===== src/rtl/decode_stage.sv =====
// RV32 decode stage: one instruction per cycle from the fetch buffer to register read,
// with valid/ready on both sides, an optional two-entry skid buffer and an illegal counter.
module decode_stage #(
    parameter bit EN_M    = 1'b1,
    parameter bit EN_PRIV = 1'b1,
    parameter bit SKID    = 1'b1,
    parameter int CNT_W   = 16
) (
    input  logic             clk,
    input  logic             rst_n,
    input  logic             in_valid,
    output logic             in_ready,
    input  logic [31:0]      in_instr,
    input  logic [31:0]      in_pc,
    input  logic             flush,
    output logic             out_valid,
    input  logic             out_ready,
    output logic [31:0]      out_pc,
    output logic [31:0]      out_instr,
    output logic [4:0]       out_rd,
    output logic [4:0]       out_rs1,
    output logic [4:0]       out_rs2,
    output logic [31:0]      out_imm,
    output logic [3:0]       out_class,
    output logic [3:0]       out_op,
    output logic             out_wr_valid,
    output logic [CNT_W-1:0] illegal_cnt
);

    typedef enum logic [3:0] {
        CLS_ALU_R   = 4'd0,
        CLS_ALU_I   = 4'd1,
        CLS_LUI     = 4'd2,
        CLS_AUIPC   = 4'd3,
        CLS_JAL     = 4'd4,
        CLS_JALR    = 4'd5,
        CLS_BRANCH  = 4'd6,
        CLS_LOAD    = 4'd7,
        CLS_STORE   = 4'd8,
        CLS_MULDIV  = 4'd9,
        CLS_FENCE   = 4'd10,
        CLS_SYSTEM  = 4'd11,
        CLS_CSR     = 4'd12,
        CLS_ILLEGAL = 4'd15
    } cls_e;

    typedef struct packed {
        logic [31:0] pc;
        logic [31:0] instr;
        logic [31:0] imm;
        cls_e        cls;
        logic [3:0]  op;
        logic        wr;
    } entry_t;

    logic [6:0]  opc;
    logic [2:0]  f3;
    logic [6:0]  f7;
    logic [4:0]  rd;
    logic [31:0] imm_i, imm_s, imm_b, imm_u, imm_j;

    assign opc   = in_instr[6:0];
    assign f3    = in_instr[14:12];
    assign f7    = in_instr[31:25];
    assign rd    = in_instr[11:7];
    assign imm_i = {{20{in_instr[31]}}, in_instr[31:20]};
    assign imm_s = {{20{in_instr[31]}}, in_instr[31:25], in_instr[11:7]};
    assign imm_b = {{19{in_instr[31]}}, in_instr[31], in_instr[7], in_instr[30:25], in_instr[11:8], 1'b0};
    assign imm_u = {in_instr[31:12], 12'd0};
    assign imm_j = {{11{in_instr[31]}}, in_instr[31], in_instr[19:12], in_instr[20], in_instr[30:21], 1'b0};

    cls_e        d_cls;
    logic [3:0]  d_op;
    logic [31:0] d_imm;
    logic        bad;
    logic        priv;

    always_comb begin
        d_cls = CLS_ILLEGAL;
        d_op  = {1'b0, f3};
        d_imm = '0;
        bad   = 1'b0;
        priv  = 1'b0;
        case (opc)
            7'b0110011: begin
                case (f7)
                    7'h00: d_cls = CLS_ALU_R;
                    7'h20: begin
                        d_cls = CLS_ALU_R;
                        d_op  = {1'b1, f3};
                        bad   = !(f3 == 3'd0 || f3 == 3'd5);
                    end
                    7'h01: begin
                        d_cls = CLS_MULDIV;
                        bad   = !EN_M;
                    end
                    default: bad = 1'b1;
                endcase
            end
            7'b0010011: begin
                d_cls = CLS_ALU_I;
                d_imm = imm_i;
                // Shift-immediates carry a zero-extended shamt and keep funct7[5] in op
                if (f3 == 3'd1 || f3 == 3'd5) begin
                    d_imm = {27'd0, in_instr[24:20]};
                    d_op  = {f7[5], f3};
                    bad   = !(f7 == 7'h00 || (f7 == 7'h20 && f3 == 3'd5));
                end
            end
            7'b0110111: begin
                d_cls = CLS_LUI;
                d_imm = imm_u;
            end
            7'b0010111: begin
                d_cls = CLS_AUIPC;
                d_imm = imm_u;
            end
            7'b1101111: begin
                d_cls = CLS_JAL;
                d_imm = imm_j;
            end
            7'b1100111: begin
                d_cls = CLS_JALR;
                d_imm = imm_i;
                bad   = (f3 != 3'd0);
            end
            7'b1100011: begin
                d_cls = CLS_BRANCH;
                d_imm = imm_b;
                bad   = (f3 == 3'd2 || f3 == 3'd3);
            end
            7'b0000011: begin
                d_cls = CLS_LOAD;
                d_imm = imm_i;
                bad   = (f3 == 3'd3 || f3 >= 3'd6);
            end
            7'b0100011: begin
                d_cls = CLS_STORE;
                d_imm = imm_s;
                bad   = (f3 >= 3'd3);
            end
            7'b0001111: d_cls = CLS_FENCE;
            7'b1110011: begin
                if (f3 == 3'd0) begin
                    d_cls = CLS_SYSTEM;
                    case (in_instr)
                        32'h0000_0073: d_op = 4'd0;
                        32'h0010_0073: d_op = 4'd1;
                        32'h3020_0073: begin d_op = 4'd2; priv = 1'b1; end
                        32'h1020_0073: begin d_op = 4'd3; priv = 1'b1; end
                        32'h1050_0073: begin d_op = 4'd4; priv = 1'b1; end
                        default: begin
                            d_op = 4'd5;
                            priv = 1'b1;
                            bad  = !(f7 == 7'h09 && rd == 5'd0);
                        end
                    endcase
                end else begin
                    d_cls = CLS_CSR;
                    d_imm = imm_i;
                    bad   = (f3 == 3'd4);
                end
            end
            default: bad = 1'b1;
        endcase
        if (in_instr[1:0] != 2'b11 || (priv && !EN_PRIV))
            bad = 1'b1;
    end

    entry_t dec;

    always_comb begin
        dec       = '0;
        dec.pc    = in_pc;
        dec.instr = in_instr;
        dec.cls   = CLS_ILLEGAL;
        if (!bad) begin
            dec.cls = d_cls;
            dec.op  = d_op;
            dec.imm = d_imm;
            dec.wr  = (rd != 5'd0) && (d_cls inside {CLS_ALU_R, CLS_ALU_I, CLS_LUI, CLS_AUIPC,
                      CLS_JAL, CLS_JALR, CLS_LOAD, CLS_MULDIV, CLS_CSR});
        end
    end

    entry_t out_q, skid_q;
    logic   out_valid_q, skid_valid;
    logic   accept, out_xfer;

    assign in_ready = SKID ? !skid_valid : (!out_valid_q || out_ready);
    assign accept   = in_valid && in_ready;
    assign out_xfer = out_valid_q && out_ready;

    // Output slot refills from the skid entry first so order is kept; new input goes to skid only while output stalls
    always_ff @(posedge clk or negedge rst_n) begin
        if (!rst_n) begin
            out_valid_q <= 1'b0;
            skid_valid  <= 1'b0;
            out_q       <= '0;
            skid_q      <= '0;
            illegal_cnt <= '0;
        end else begin
            if (out_xfer && !flush && out_q.cls == CLS_ILLEGAL && illegal_cnt != '1)
                illegal_cnt <= illegal_cnt + CNT_W'(1);
            if (flush) begin
                out_valid_q <= 1'b0;
                skid_valid  <= 1'b0;
            end else if (!out_valid_q || out_ready) begin
                if (skid_valid) begin
                    out_q       <= skid_q;
                    out_valid_q <= 1'b1;
                    skid_valid  <= 1'b0;
                end else begin
                    out_valid_q <= accept;
                    if (accept)
                        out_q <= dec;
                end
            end else if (accept) begin
                skid_q     <= dec;
                skid_valid <= 1'b1;
            end
        end
    end

    assign out_valid    = out_valid_q;
    assign out_pc       = out_q.pc;
    assign out_instr    = out_q.instr;
    assign out_rd       = out_q.instr[11:7];
    assign out_rs1      = out_q.instr[19:15];
    assign out_rs2      = out_q.instr[24:20];
    assign out_imm      = out_q.imm;
    assign out_class    = out_q.cls;
    assign out_op       = out_q.op;
    assign out_wr_valid = out_q.wr;

endmodule


===== config.mk =====
export PLATFORM = sky130hd
export DESIGN_NAME = decode_stage
export DESIGN_NICKNAME = d
export VERILOG_FILES = /design/src/rtl/decode_stage.sv
export SDC_FILE = /design/constraint.sdc
export NUM_CORES = 1
export LEC_CHECK = 0
export CAP_MARGIN = 20
export CORE_MARGIN = 5
export CORE_UTILIZATION = 38
export DETAILED_ROUTE_END_ITERATION = 16
export PLACE_DENSITY_LB_ADDON = 0.05
export SYNTH_ARGS = -nofsm -noshare
export SYNTH_HDL_FRONTEND = slang
export SYNTH_SLANG_ARGS = --single-unit

===== constraint.sdc =====
create_clock -name clk -period 2.37 [get_ports clk]
set_input_delay 0.474 -clock clk [delete_from_list [all_inputs] [get_ports clk]]
set_output_delay 0.474 -clock clk [all_outputs]
set_load 0.01 [all_outputs]

==> out/metrics.cfg <==
[detailed_routing]
routedWlPerCell_um = 18.45
antenna_left = 0
wirelength_um = 30120
first_pass_iters = 5
drc_errors = 0
drt-vias-per-instance = 5.206
initialDrtViolationCount = 468
vias = 8496

[critical_path]
cp.required_ps = 2760
cpMaxStageDelayCell = clkdlybuf4s50_1
cp-end-kind = register
crit_arrival_ps = 2750
start_kind = primary input
cpLargestDelayFamily = buffers and inverters
path_max_fanout = 17
path_common_cell = a21oi_1
cp_slowest_stage_delay_ps = 500
path_buf_inv = 3
critical_path_class = primary input to register
cp_cell_sequence = clkdlybuf4s50_1, buf_12, or4b_1, a21oi_1, o211ai_1, buf_4, and2_1, a21oi_1, o22ai_1

[synthesis]
synth.net_count = 1064
synth-warning-count = 0
synthMuxAreaShare = 0.1311
avgSynthCellArea_um2 = 10.53
yosys_register_bits = 228
synth-simple-area-share = 0.1333
synth_top_family_by_area = compound AO/OA/AOI/OAI gates
netlist_area_um2 = 10470
yosysUniqueCellTypes = 63
synth_cells = 994
synth_compound_area_frac = 0.1357
synthAdderAreaFrac = 0.001195
synth-xor-area-share = 0.01338
synth_ff_type = dfrtp_1
async_flop_share = 1.000
synth_edf_count = 0
seq_area_frac_synth = 0.5449

[grt]
overflow = 0
grt.total_usage = 0.1920
gr-max-usage-layer = met2
grt_first_pass_wirelength_um = 48230
grt_util_met1 = 0.2850
grt_max_degree = 70
antenna_found_initial = 1
grtUsageMet3 = 0.03383
globalRouteMet2Util = 0.2928
grt_pass1_vias = 8448

[clock_network]
cts_tree = done
clk_latency_ps = 530
htreeDepth = 1
clk_pin_slew_ps = 60
root_buffer = clkbuf_16
clock_path_buffers = 3
cts_sinks = 228
cts_buffers = 26

[job]
cap_violations = 0

[pwr]
ir_worst_vdd_uv = 506.3
powerDensity_nw_per_um2 = 721.0
power_mw = 10.66
leakage_nw = 6.425

[cells_and_area]
nets = 1342
syn2layout_area_growth_pct = 41.20
drive_above_1_share = 0.2132
post-route-util = 0.5471
fill_cells = 2439
instances_no_fill = 1632
fin_area_um2 = 14790

[placed_design]
hpwl_um = 21530
dp.cells = 1583
numPortBuffers = 206
place_area_um2 = 13720
place_ws_ps = -698.5
gp_congestion = 0.8716

[die]
core-area_um2 = 27030
die_area_um2 = 30980
initial_core_util = 0.3875
die_w_um = 176
rows = 60
io_pins = 207
die_height_um = 176

[timing]
hold_viol_final = 0
setup_violations = 0
fin_ws_ps = 13.80
period_share = 0.9942
timing.fmax_mhz = 424.4
slew_viol_final = 0
worst_pin_slew_ps = 983.3
min_period_ps = 2356
maxSlewHeadroom = 0.3444
skew_ps = 13.21
rsz0062_at_grt = yes

[outcome]
status = finished, final reports clean

[worst_hold_path]
hp-class = primary input to register

cell usage in the layout (no fill, tap or decap), drive strengths merged, types with 3 or more instances in the layout:
| master | instances |
|---|---|
| a2111oi | 3 |
| nor3 | 20 |
| clkdlybuf4s50 | 186 |
| or3 | 5 |
| o211ai | 4 |
| o31ai | 3 |
| buf | 132 |
| dlymetal6s2s | 9 |
| dlygate4sd2 | 7 |
| a221o | 7 |
| mux2 | 65 |
| nor2 | 47 |
| clkbuf | 44 |
| inv | 3 |
| and3b | 3 |
| a21oi | 62 |
| clkinv | 3 |
| nor2b | 6 |
| and3 | 22 |
| nand2b | 7 |
| and2 | 7 |
| a22oi | 6 |
| nand3b | 5 |
| xor2 | 3 |
| or4 | 3 |
| nand3 | 15 |
| xnor2 | 13 |
| dfrtp | 228 |
| o22ai | 25 |
| a22o | 7 |
| nand2 | 123 |
| mux2i | 64 |
| o21ai | 120 |
| nand4 | 6 |
final timing paths:
kind	from	to	slack (ps)	cells past startpoint
max reg2reg	skid_valid$_DFFE_PN0P_	out_instr[9]$_DFFE_PN0P_	420	4
max in group asynchronous	rst_n	out_pc[17]$_DFFE_PN0P_	1180	3
min in group asynchronous	rst_n	illegal_cnt[2]$_DFFE_PN0P_	460	2
max	in_instr[4]	out_imm[19]$_DFFE_PN0P_	10	9
min	in_instr[0]	skid_q[41]$_DFFE_PN0P_	370	3
min reg2reg	out_pc[13]$_DFFE_PN0P_	out_pc[13]$_DFFE_PN0P_	480	2
cells by family (layout without fill, tap and decap cells):
family,after synthesis,count (layout)
compound gates,248,248
xor+xnor,16,16
fa+ha+maj,1,1
buf+inv,91,387
flops,228,228
mux,129,129
other cells,0,1
simple gates,281,281
area by class of cell:
cell class | instances | area (µm²) | share of cell area
Antenna cell | 1 | 2.502 | 0.0001692
Clock buffer | 43 | 815.8 | 0.05517
Clock inverter | 3 | 18.77 | 0.001269
Inverter | 3 | 11.26 | 0.0007616
Multi-Input combinational cell | 675 | 4566 | 0.3088
Sequential cell | 228 | 5709 | 0.3861
Tap cell | 341 | 426.7 | 0.02886
Timing Repair Buffer | 338 | 3236 | 0.2188
synthesized netlist by cell type (all sizes together) (2+ instances only):
master	count	area (µm²)
a2111oi	3	33.78
a21o	2	15.01
a21oi	62	310.3
a221o	7	70.07
a22o	7	61.31
a22oi	6	45.04
and2	7	43.79
and3	22	137.6
and3b	3	26.28
buf	28	185.2
clkbuf	60	226.5
dfrtp	228	5705
inv	3	11.26
mux2	65	732.0
mux2i	64	640.6
nand2	123	461.7
nand2b	7	43.79
nand3	15	92.59
nand3b	5	50.05
nand4	6	37.54
nand4b	2	17.52
nor2	47	176.4
nor2b	6	40.04
nor3	20	121.4
nor4	2	12.51
o211ai	4	30.03
o21ai	120	600.6
o22ai	25	156.4
o31ai	3	22.52
o32ai	2	17.52
or3	5	31.28
or4	3	26.27
or4b	2	20.02
xnor2	13	113.9
xor2	3	26.28
layer usage:
layer | vias up | wire (µm)
met5 | - | 0
met2 | 215 | 13480
met4 | 0 | 803
met1 | 4152 | 14390
li1 | 4077 | -
met3 | 52 | 1441
sequential cells by signal (all words and copies together) (netlist names):
name	flops
out_valid	1
out_imm	32
illegal_cnt	16
skid_valid	1
out_class	4
out_op	4
out_pc	32
out_instr	32
skid_q	105
out_wr_valid	1
worst register-to-register path, stage by stage, from the launching register on:
cell and delay [ps]:
dfrtp_4 510, nor2_1 260, or3_4 240, buf_4 510
o21ai_0 280
repair_timing:
| action | 4_1_cts | 5_1_grt |
|---|---|---|
| endpoints found under the hold margin | 48 | 0 |
| gates cloned | 0 | 0 |
| pin swaps | 15 | 14 |
| hold buffers | 1 | 0 |
| setup buffers | 1 | 0 |
| setup endpoints to repair | 75 | 72 |
| resized for setup | 24 | 31 |
stage by stage:
| stage | hold WS (ps) | TNS (ps) |
|---|---|---|
| after floorplan | 178.4 | -2178 |
| after global placement | 421.7 | -47790 |
| after detailed placement | 424.1 | -51060 |
| after CTS | 427.0 | 0 |
| after global routing | 403.1 | -355.2 |
| final | 374.0 | 0 |
report_power, final:
part / internal (mW) / total, mW / switching [mW]
Sequential: 4.45 / 4.76 / 0.307
Combinational: 1.13 / 2.00 / 0.872
Clock: 2.33 / 3.90 / 1.57
Total: 7.91 / 10.7 / 2.75
Power figures use the tool's default switching activity.
